File: config.mk
export PLATFORM = sky130hd
export DESIGN_NAME = game_board_arbiter_flat
export DESIGN_NICKNAME = d
export VERILOG_FILES = /design/src/rtl/game_board_arbiter_pkg.sv /design/src/rtl/game_board_arbiter_if.sv /design/src/rtl/game_board_arbiter_rr_picker.sv /design/src/rtl/game_board_arbiter.sv /design/src/flat_wrapper.sv
export SDC_FILE = /design/constraint.sdc
export NUM_CORES = 1
export LEC_CHECK = 0
export CORE_ASPECT_RATIO = 0.9
export CORE_UTILIZATION = 60
export CTS_CLUSTER_SIZE = 10
export DETAILED_ROUTE_END_ITERATION = 7
export HOLD_SLACK_MARGIN = 0.05
export PLACE_DENSITY = 0.92
export SYNTH_ARGS = -nofsm -noshare
export SYNTH_HDL_FRONTEND = slang
export SYNTH_SLANG_ARGS = --single-unit
File: constraint.sdc
create_clock -name clk -period 7 [get_ports clk]
set_input_delay 0.7 -clock clk [delete_from_list [all_inputs] [get_ports clk]]
set_output_delay 0.7 -clock clk [all_outputs]
set_load 0.01 [all_outputs]
File: src/rtl/game_board_arbiter_pkg.sv
`default_nettype none
// ============================================================================
// Module      : game_board_arbiter_pkg
// Description : Shared types and constants for the game board RAM arbiter:
//               FSM state encoding, requester indices and the idle select code.
// Revision    : 1.0 - initial release
// ============================================================================
package game_board_arbiter_pkg;

  typedef enum logic [1:0] {
    ST_IDLE  = 2'd0,
    ST_ISSUE = 2'd1,
    ST_WAIT  = 2'd2,
    ST_DONE  = 2'd3
  } state_t;

  // Requester indices, which double as read-address mux select codes
  localparam logic [2:0] G1      = 3'd0;
  localparam logic [2:0] G2      = 3'd1;
  localparam logic [2:0] G3      = 3'd2;
  localparam logic [2:0] G4      = 3'd3;
  localparam logic [2:0] PAC     = 3'd4;
  localparam logic [2:0] PAINT   = 3'd5;
  localparam logic [2:0] DISPLAY = 3'd6;

  // Select code driven while no access is in flight
  localparam logic [2:0] SEL_IDLE = 3'd7;

endpackage
`default_nettype wire

File: src/rtl/game_board_arbiter_if.sv
`default_nettype none
// ============================================================================
// Module      : game_board_arbiter_if
// Description : Request / grant / read-return bundle between the board RAM
//               arbiter (master) and its requesters plus RAM (slave).
// Revision    : 1.0 - initial release
// ============================================================================
interface game_board_arbiter_if #(
  parameter int NREQ   = 7,
  parameter int DATA_W = 4
);
  logic [NREQ-1:0]   req;
  logic [DATA_W-1:0] ram_rdata;
  logic [2:0]        select;
  logic [NREQ-1:0]   gnt;
  logic [NREQ-1:0]   rvalid;
  logic [DATA_W-1:0] rdata;
  logic              busy;

  modport master (
    input  req, ram_rdata,
    output select, gnt, rvalid, rdata, busy
  );

  modport slave (
    output req, ram_rdata,
    input  select, gnt, rvalid, rdata, busy
  );
endinterface
`default_nettype wire

File: src/rtl/game_board_arbiter_rr_picker.sv
`default_nettype none
// ============================================================================
// Module      : rr_picker
// Description : Combinational round-robin search. Returns the first set
//               request at or after the pointer, wrapping modulo NREQ.
// Revision    : 1.0 - initial release
// ============================================================================
module rr_picker #(
  parameter int NREQ = 7
) (
  input  logic [NREQ-1:0] i_req,
  input  logic [2:0]      i_ptr,
  output logic [2:0]      o_winner,
  output logic            o_any
);

  // Scan from the farthest offset back to the pointer so the nearest request is written last and wins
  always_comb begin
    logic [3:0] w_idx;
    w_idx    = 4'd0;
    o_winner = 3'd0;
    o_any    = 1'b0;
    for (int i = NREQ - 1; i >= 0; i--) begin
      w_idx = {1'b0, i_ptr} + 4'(i);
      if (w_idx >= 4'(NREQ)) begin
        w_idx = w_idx - 4'(NREQ);
      end
      if (i_req[w_idx[2:0]]) begin
        o_winner = w_idx[2:0];
        o_any    = 1'b1;
      end
    end
  end

endmodule
`default_nettype wire

File: src/rtl/game_board_arbiter.sv
`default_nettype none
// ============================================================================
// Module      : game_board_arbiter
// Description : Single-port board RAM read arbiter. IDLE -> ISSUE -> WAIT
//               (RAM_LAT cycles) -> DONE, round-robin between requesters.
//               Option macro GB_ARB_DISPLAY_PRIORITY_EN: display (requester 6)
//               pre-empts arbitration and leaves the round-robin pointer alone.
// Revision    : 1.0 - initial release
// ============================================================================
module game_board_arbiter
  import game_board_arbiter_pkg::*;
#(
  parameter int NREQ    = 7,
  parameter int DATA_W  = 4,
  parameter int RAM_LAT = 1
) (
  input  logic                 clk,
  input  logic                 rst,
  game_board_arbiter_if.master bus
);

  state_t            r_state;
  state_t            w_state_nxt;
  logic [2:0]        r_winner;
  logic [2:0]        r_ptr;
  logic [1:0]        r_cnt;
  logic [DATA_W-1:0] r_rdata;

  logic [NREQ-1:0]   w_rr_req;
  logic [2:0]        w_pick;
  logic              w_pick_any;
  logic [2:0]        w_win;
  logic              w_any;
  logic [2:0]        w_ptr_nxt;
  logic [NREQ-1:0]   w_onehot;
  logic [2:0]        w_select;
  logic [NREQ-1:0]   w_gnt;
  logic [NREQ-1:0]   w_rvalid;
  logic              w_busy;

  // Requests visible to the round-robin search; display is removed when it has its own priority path
  always_comb begin
    w_rr_req = bus.req;
`ifdef GB_ARB_DISPLAY_PRIORITY_EN
    w_rr_req[DISPLAY] = 1'b0;
`endif
  end

  rr_picker #(
    .NREQ (NREQ)
  ) u_rr_picker (
    .i_req    (w_rr_req),
    .i_ptr    (r_ptr),
    .o_winner (w_pick),
    .o_any    (w_pick_any)
  );

`ifdef GB_ARB_DISPLAY_PRIORITY_EN
  assign w_win     = bus.req[DISPLAY] ? DISPLAY : w_pick;
  assign w_any     = bus.req[DISPLAY] | w_pick_any;
  // A display access must not disturb the fairness order of the others
  assign w_ptr_nxt = (r_winner == DISPLAY) ? r_ptr :
                     (r_winner == 3'(NREQ - 1)) ? 3'd0 : r_winner + 3'd1;
`else
  assign w_win     = w_pick;
  assign w_any     = w_pick_any;
  assign w_ptr_nxt = (r_winner == 3'(NREQ - 1)) ? 3'd0 : r_winner + 3'd1;
`endif

  assign w_onehot = {{(NREQ - 1){1'b0}}, 1'b1} << r_winner;

  // State register
  always_ff @(posedge clk) begin
    if (rst) begin
      r_state <= ST_IDLE;
    end else begin
      r_state <= w_state_nxt;
    end
  end

  // Next-state and output decode; select only moves when the state changes
  always_comb begin
    w_state_nxt = r_state;
    w_select    = SEL_IDLE;
    w_gnt       = '0;
    w_rvalid    = '0;
    w_busy      = 1'b1;
    case (r_state)
      ST_IDLE: begin
        w_busy = 1'b0;
        if (w_any) begin
          w_state_nxt = ST_ISSUE;
        end
      end
      ST_ISSUE: begin
        w_select    = r_winner;
        w_gnt       = w_onehot;
        w_state_nxt = ST_WAIT;
      end
      ST_WAIT: begin
        w_select = r_winner;
        if (r_cnt == 2'd0) begin
          w_state_nxt = ST_DONE;
        end
      end
      ST_DONE: begin
        w_select    = r_winner;
        w_rvalid    = w_onehot;
        w_state_nxt = ST_IDLE;
      end
      default: begin
        w_state_nxt = ST_IDLE;
      end
    endcase
  end

  // Winner latch, wait-cycle counter, read data capture and pointer advance
  always_ff @(posedge clk) begin
    if (rst) begin
      r_winner <= 3'd0;
      r_ptr    <= 3'd0;
      r_cnt    <= 2'd0;
      r_rdata  <= '0;
    end else begin
      case (r_state)
        ST_IDLE: begin
          if (w_any) begin
            r_winner <= w_win;
          end
        end
        ST_ISSUE: begin
          r_cnt <= 2'(RAM_LAT - 1);
        end
        ST_WAIT: begin
          if (r_cnt == 2'd0) begin
            r_rdata <= bus.ram_rdata;
          end else begin
            r_cnt <= r_cnt - 2'd1;
          end
        end
        ST_DONE: begin
          r_ptr <= w_ptr_nxt;
        end
        default: begin
        end
      endcase
    end
  end

  assign bus.select = w_select;
  assign bus.gnt    = w_gnt;
  assign bus.rvalid = w_rvalid;
  assign bus.rdata  = r_rdata;
  assign bus.busy   = w_busy;

endmodule
`default_nettype wire

File: src/flat_wrapper.sv
// flat-port wrapper written by rule: the top's interface ports become plain ports
module game_board_arbiter_flat import game_board_arbiter_pkg::*;
#(
  parameter int NREQ    = 7,
  parameter int DATA_W  = 4,
  parameter int RAM_LAT = 1
)
  (clk, rst, bus_req, bus_ram_rdata, bus_select, bus_gnt, bus_rvalid, bus_rdata, bus_busy);
  game_board_arbiter_if #(.NREQ(NREQ), .DATA_W(DATA_W)) bus_i ();
  input  logic clk;
  input  logic rst;
  input wire logic [$bits(bus_i.req)-1:0] bus_req;
  input wire logic [$bits(bus_i.ram_rdata)-1:0] bus_ram_rdata;
  output wire logic [$bits(bus_i.select)-1:0] bus_select;
  output wire logic [$bits(bus_i.gnt)-1:0] bus_gnt;
  output wire logic [$bits(bus_i.rvalid)-1:0] bus_rvalid;
  output wire logic [$bits(bus_i.rdata)-1:0] bus_rdata;
  output wire logic [$bits(bus_i.busy)-1:0] bus_busy;
  assign bus_i.req = bus_req;
  assign bus_i.ram_rdata = bus_ram_rdata;
  assign bus_select = bus_i.select;
  assign bus_gnt = bus_i.gnt;
  assign bus_rvalid = bus_i.rvalid;
  assign bus_rdata = bus_i.rdata;
  assign bus_busy = bus_i.busy;
  game_board_arbiter #(.NREQ(NREQ), .DATA_W(DATA_W), .RAM_LAT(RAM_LAT)) u_core (.clk(clk), .rst(rst), .bus(bus_i));
endmodule
==> results of run 1 <==
[power breakdown]
part / switching (mW) / leakage [nW] / total [mW] / internal, mW
Clock: 0.0254 / 0.0216 / 0.0633 / 0.0379
Combinational: 0.441 / 0.915 / 0.758 / 0.317
Sequential: 0.0337 / 0.114 / 0.137 / 0.103
[synth_stat cells (3+ instances only)]
library cell and count:
and2_1 4, dfxtp_1 14, a211o_1 5, o2111ai_1 4
nor2b_1 4, o21a_1 3, a21boi_0 3, o41ai_2 3
nand2_1 35, a211oi_1 7, a21o_1 5, clkbuf_1 8
buf_4 4, nand3_1 13, nor2_1 30, buf_2 6
a31oi_1 7, mux2_2 3, or2_2 4, and3_1 3
nor3_1 8, mux2i_1 15, nand2b_1 13, inv_1 15
ha_1 16, a21oi_1 19, o21ai_0 11, mux4_2 3
[sequential cells by signal (all words and copies together), names as in the netlist]
name,flops
u_core.r_cnt,2
u_core.bus.rdata,4
u_core.r_ptr,3
u_core.r_winner,3
u_core.r_state,2
[routing by layer]
| metal | routed length, microns | up-vias |
|---|---|---|
| met4 | 114 | 0 |
| met2 | 3130 | 129 |
| met3 | 519 | 12 |
| met1 | 2980 | 1171 |
| li1 | - | 1209 |
| met5 | 0 | - |
[worst paths after layout]
kind / startpoint / to / slack (ns)
setup / recovery: u_core.r_ptr[0]$_SDFFE_PP0P_ / u_core.r_state[1]$_SDFFE_PP0P_ / 2.59
hold / removal: u_core.bus.rdata[3]$_SDFFE_PP0P_ / u_core.bus.rdata[3]$_SDFFE_PP0P_ / 0.45
setup reg to reg: u_core.r_ptr[0]$_SDFFE_PP0P_ / u_core.r_state[1]$_SDFFE_PP0P_ / 2.59
hold reg to reg: u_core.bus.rdata[3]$_SDFFE_PP0P_ / u_core.bus.rdata[3]$_SDFFE_PP0P_ / 0.45
[logic make-up after synthesis]
family / count (synthesis) / synth area share (%)
compound gates: 93 / 29.6
fa+ha+maj: 18 / 9.91
mux: 24 / 12.2
buf+inv: 37 / 7.38
xor+xnor: 3 / 1.39
flops: 14 / 11.6
simple gates: 131 / 28.0
[layout by cell type, fill, tap and decap left out, types with 3 or more instances in the layout]
| cell | count |
|---|---|
| and3_1 | 3 |
| inv_1 | 15 |
| a31oi_1 | 7 |
| clkbuf_8 | 3 |
| a211o_1 | 5 |
| a21o_1 | 5 |
| nor3_1 | 8 |
| dfxtp_1 | 14 |
| a21oi_1 | 19 |
| mux2_2 | 3 |
| or2_2 | 4 |
| mux2i_1 | 15 |
| nor2_1 | 30 |
| nor2b_1 | 4 |
| o41ai_2 | 3 |
| a21boi_0 | 3 |
| ha_1 | 16 |
| nand3_1 | 13 |
| clkdlybuf4s50_1 | 34 |
| o21a_1 | 3 |
| a211oi_1 | 7 |
| nand2b_1 | 13 |
| nand2_1 | 35 |
| o2111ai_1 | 4 |
| o21ai_0 | 11 |
| mux4_2 | 3 |
| and2_1 | 4 |
[area by class of cell]
class / instances / area (sq um) / area share (%)
inverter: 15 / 56.3 / 2.04
tap: 46 / 57.6 / 2.09
sequential: 14 / 280 / 10.2
timing repair buffer: 36 / 355 / 12.9
multi-input combinational: 269 / 1960 / 71.3
clock buffer: 3 / 41.3 / 1.50
[critical path, delay by kind of cell, from the launching register on]
family                   cells  cell delay [ns]
adder cells (fa/ha/maj)      1             1.12
multiplexers                 2             0.72
AO/OA/AOI/OAI                3             0.93
AND/OR/NAND/NOR              3             0.53
flip-flops                   1             0.30
buffers and inverters        2             0.66
[per-stage QoR]
step / power (mW) / cells / area [sq um] / hold WS [ns] / util (%)
floorplan: 0.694 / 320 / 2420 / 0.454 / -
global route: 1.03 / 383 / 2760 / 0.476 / 72.8
global placement: 0.863 / 380 / 2710 / 0.444 / 71.7
detailed placement: 0.874 / 380 / 2710 / 0.448 / 71.7
CTS: 0.944 / 383 / 2760 / 0.456 / 72.8
finish: 0.958 / 383 / 2760 / 0.453 / 72.8
==> results.py, run 1 <==
metrics = {
    "global_routing": {
        "top_usage_layer": "met2",
        "grt_pass1_wl_mm": 10.7,
        "grt_max_degree": 38,
        "met1_usage_pct": 42.6,
        "met3_usage_pct": 5.88,
        "antenna_found_initial": 0,
        "met2_usage_pct": 52.4,
        "grtUsageTotal_pct": 32.1,
        "grt_pass1_vias": 2292,
        "grt.overflow.total": 0,
    },
    "floorplan": {
        "rows": 21,
        "start_util_pct": 64.1,
        "die-area_sq_mm": 0.00430,
        "pin_count": 35,
        "die_x_microns": 69.0,
        "core_area_sq_mm": 0.00378,
        "fp.dieH_microns": 62.3,
    },
    "placement": {
        "gp_congestion": 0.982,
        "hpwl_mm": 4.95,
        "place_worst_setup_slack_ns": 2.73,
        "port_buffers": 34,
    },
    "timing": {
        "fin_crit_sh_pct": 63.0,
        "max_slew_margin_pct": 28.7,
        "final.setup.tns_ns": 0,
        "slew_violations": 0,
        "hold_viol_final": 0,
        "clock_skew_ns": 0.00274,
        "finalSetupViolations": 0,
        "tightest_slew_ns": 1.07,
        "fin_crit_ns": 4.41,
        "rsz0062_at_grt": "no",
        "max_freq_mhz": 227,
        "fin_ws_ns": 2.59,
    },
    "route": {
        "drc_errors": 0,
        "via_per_inst": 6.58,
        "drt_iter0_drc": 238,
        "wirelength_mm": 6.74,
        "wl_per_cell_microns": 17.6,
        "vias": 2521,
        "first_pass_iters": 5,
        "ant_nets": 0,
    },
    "worst_setup_path": {
        "crit_chain": "buf_4 > inv_1 > ha_1 > mux2i_1 > nor3b_2 > o41ai_2 > a311oi_2 > nand4_2 > o41ai_2 > mux2i_1 > nor2_1",
        "cp_slowest_cell": "ha_1",
        "cp_data_required_time_ns": 7.10,
        "critPathMaxFanout": 37,
        "crit_arrival_ns": 4.51,
        "cp-end-kind": "register",
        "cp_slowest_stage_delay_ns": 1.12,
        "cp-start-kind": "register",
        "crit_type": "reg -> reg",
        "reg2reg_depth": 11,
    },
    "status": {
        "status": "finished, final reports clean",
    },
    "cts": {
        "h-tree-depth": 1,
        "cts_resized": 0,
        "cts_sinks": 14,
        "clk_latency_ns": 0.24,
        "clk_pin_slew_ns": 0.05,
        "clockBufferDepth": 2,
        "cts_made_buffers": 3,
        "cts-root-buf": "clkbuf_8",
        "hold_buffers": 0,
        "post-cts-setup-buffers": 0,
        "cts_tree": "done",
    },
    "job": {
        "maxCapViolCount": 0,
    },
    "pwr": {
        "power_density_mw_per_mm2": 348,
        "peakVddDrop_uv": 266,
        "power_leakage_nw": 1.05,
    },
    "synth": {
        "synth_cell_type_count": 74,
        "synth_seq_cells": 14,
        "synthArstFlopShare_pct": 0,
        "syn_avg_cell_area_sq_um": 7.57,
        "synth_edf_count": 0,
        "ys_warn_count": 0,
        "synthDominantCellAreaShare_pct": 11.6,
        "synthFlopType": "dfxtp_1",
        "postSynthCellCount": 320,
        "yosysSeqAreaShare_pct": 11.6,
        "synth_fp_nets": 351,
        "yosys.area.top_type": "dfxtp_1",
        "yosys-top-cells-area": "dfxtp_1 (12%), ha_1 (8.3%), mux2i_1 (6.2%)",
        "syn_area_sq_mm": 0.00242,
    },
    "layout": {
        "nNetsFinal": 370,
        "drive_above_1_share_pct": 10.7,
        "nFillCells": 291,
        "num_antenna_cells": 0,
        "area_growth_pct": 13.7,
    },
    "worst_hold_path": {
        "worstHoldPathCells": 2,
        "hold_path.class": "reg -> reg",
    },
}
Power figures use the tool's default switching activity.
==> inputs of run 2 (changes only) <==
--- a/config.mk
+++ b/config.mk
@@ -6,11 +6,11 @@
 export NUM_CORES = 1
 export LEC_CHECK = 0
 export CORE_ASPECT_RATIO = 0.9
-export CORE_UTILIZATION = 60
+export CORE_UTILIZATION = 51
 export CTS_CLUSTER_SIZE = 10
 export DETAILED_ROUTE_END_ITERATION = 7
 export HOLD_SLACK_MARGIN = 0.05
-export PLACE_DENSITY = 0.92
+export PLACE_DENSITY = 0.84
 export SYNTH_ARGS = -nofsm -noshare
 export SYNTH_HDL_FRONTEND = slang
 export SYNTH_SLANG_ARGS = --single-unit
==> constraint.sdc (replaced) <==
create_clock -name clk -period 3.6 [get_ports clk]
set_input_delay 0.36 -clock clk [delete_from_list [all_inputs] [get_ports clk]]
set_output_delay 0.36 -clock clk [all_outputs]
set_load 0.01 [all_outputs]
==> run 2 against run 1 <==
Against the previous run:
- cell count up 7.6%
- sequential power up 94%
- maximum frequency up 28%
- clock skew down 0.0011 ns
- design area up 4.5%
- clock-buffer cell count up 1
- die area up 17%
- hold slack better by 0.0041 ns
- largest power group unchanged
==> results.py, run 2 (synthesis results as in run 1) <==
metrics = {
    "status": {
        "status": "finished, final reports clean",
    },
    "timing": {
        "clock_skew_ns": 0.00169,
        "fin_ws_ns": 0.158,
        "tightest_slew_ns": 0.626,
        "max_freq_mhz": 291,
        "max_slew_margin_pct": 57.8,
        "fin_crit_ns": 3.44,
        "final.setup.tns_ns": 0,
        "rsz0062_at_grt": "no",
        "slew_violations": 0,
        "hold_viol_final": 0,
        "finalSetupViolations": 0,
        "whs_ns": 0.457,
        "fin_crit_sh_pct": 95.6,
    },
    "global_routing": {
        "grt_max_degree": 21,
        "grtUsageTotal_pct": 29.8,
        "met1_usage_pct": 38.0,
        "antenna_found_initial": 0,
        "met2_usage_pct": 49.3,
        "grt_pass1_vias": 2302,
        "met3_usage_pct": 5.82,
        "grt_pass1_wl_mm": 11.3,
        "grt.overflow.total": 0,
        "top_usage_layer": "met2",
    },
    "pwr": {
        "p_int_uw": 951,
        "peakVddDrop_uv": 455,
        "p_seq_share_pct": 13.7,
        "p_comb_share_pct": 78.1,
        "p_sw_uw": 994,
        "swShare_pct": 51.1,
        "power_density_mw_per_mm2": 675,
        "power_leakage_nw": 1.12,
        "p_total_mw": 1.94,
        "clkPwrFrac_pct": 8.1,
    },
    "route": {
        "wl_per_cell_microns": 17.4,
        "vias": 2621,
        "wirelength_mm": 7.16,
        "via_per_inst": 6.36,
        "ant_nets": 0,
        "first_pass_iters": 4,
        "drt_iter0_drc": 284,
        "drc_errors": 0,
    },
    "placement": {
        "gp_congestion": 1.04,
        "port_buffers": 34,
        "place_inst": 408,
        "hpwl_mm": 5.47,
        "place_worst_setup_slack_ns": 0.241,
    },
    "floorplan": {
        "start_util_pct": 53.6,
        "core_area_sq_mm": 0.00452,
        "fp.dieH_microns": 67.4,
        "rows": 23,
        "pin_count": 35,
        "die_x_microns": 74.7,
        "die-area_sq_mm": 0.00503,
    },
    "cts": {
        "cts_sinks": 14,
        "h-tree-depth": 1,
        "cts_tree": "done",
        "cts_resized": 0,
        "clk_pin_slew_ns": 0.06,
        "clockBufferDepth": 2,
        "hold_buffers": 0,
        "post-cts-setup-buffers": 0,
        "clk_latency_ns": 0.25,
        "cts_made_buffers": 3,
        "cts-root-buf": "clkbuf_8",
    },
    "worst_setup_path": {
        "critPathMaxFanout": 12,
        "cp_slowest_cell": "dfxtp_1",
        "cp_num_buf_inv": 1,
        "cp_data_required_time_ns": 3.80,
        "crit_chain": "inv_1 > ha_1 > nand2b_1 > a21o_1 > a211oi_1 > o31ai_1 > a221oi_1 > o32ai_1 > or4b_1 > nand2_1",
        "cp_slowest_stage_delay_ns": 0.65,
        "crit_arrival_ns": 3.64,
        "critPathTopFamily": "compound AO/OA/AOI/OAI gates",
        "cp-start-kind": "register",
        "cp-end-kind": "register",
        "crit_type": "reg -> reg",
    },
    "layout": {
        "final_cell_mix": "nand2_1 (35), clkdlybuf4s50_1 (34), nor2_1 (30)",
        "final_common_cell": "nand2_1",
        "area_growth_pct": 18.8,
        "nFillCells": 414,
        "fin_cells": 412,
        "largest_register_ffs": 4,
        "drive_above_1_share_pct": 14.0,
        "nNetsFinal": 382,
        "num_antenna_cells": 0,
    },
    "worst_hold_path": {
        "hold_path.class": "reg -> reg",
    },
    "job": {
        "maxCapViolCount": 0,
    },
}
[run 2: per-stage QoR]
step | utilization (%) | cell area, sq um
after floorplan | - | 2420
after global placement | 62.5 | 2820
after detailed placement | 62.5 | 2820
after CTS | 63.7 | 2880
after global routing | 63.7 | 2880
final | 63.7 | 2880
[run 2: power groups by stage]
stage          sequential, mW  clock [mW]  combinational [mW]
2_1_floorplan           0.239           0                1.11
3_3_place_gp            0.263           0                1.47
5_1_grt                 0.275       0.165                1.64
6_report                0.266       0.158                1.52
3_5_place_dp            0.265           0                1.48
4_1_cts                 0.263       0.160                1.49
[run 2: cell type report]
cell class                 instances  area [sq um]  share of cell area, %
sequential                        14           280                   9.73
multi-input combinational        269          1960                   68.2
clock buffer                       4          55.1                   1.91
timing repair buffer              48           445                   15.5
inverter                          15          56.3                   1.96
tap                               62          77.6                   2.69
[run 2: final timing paths]
kind	slack, ns	start	cells after the start	to
max reg2reg	0.16	u_core.r_ptr[2]$_SDFFE_PP0P_	10	u_core.r_winner[1]$_SDFFE_PP0P_
min reg2reg	0.46	u_core.bus.rdata[2]$_SDFFE_PP0P_	2	u_core.bus.rdata[2]$_SDFFE_PP0P_
min	0.46	u_core.bus.rdata[2]$_SDFFE_PP0P_	2	u_core.bus.rdata[2]$_SDFFE_PP0P_
max	0.16	u_core.r_ptr[2]$_SDFFE_PP0P_	10	u_core.r_winner[1]$_SDFFE_PP0P_
[run 2: layer usage]
layer	wire (microns)	vias to the layer above
met5	0	-
met4	186	0
met3	635	18
met2	3260	133
met1	3080	1229
li1	-	1241
[run 2: worst register-to-register path, stage by stage (launching register included)]
cell and delay [ns]:
dfxtp_1 0.65, inv_1 0.13, ha_1 0.46, nand2b_1 0.30, a21o_1 0.20, a211oi_1 0.39, o31ai_1 0.19, a221oi_1 0.36
o32ai_1 0.15, or4b_1 0.48, nand2_1 0.08
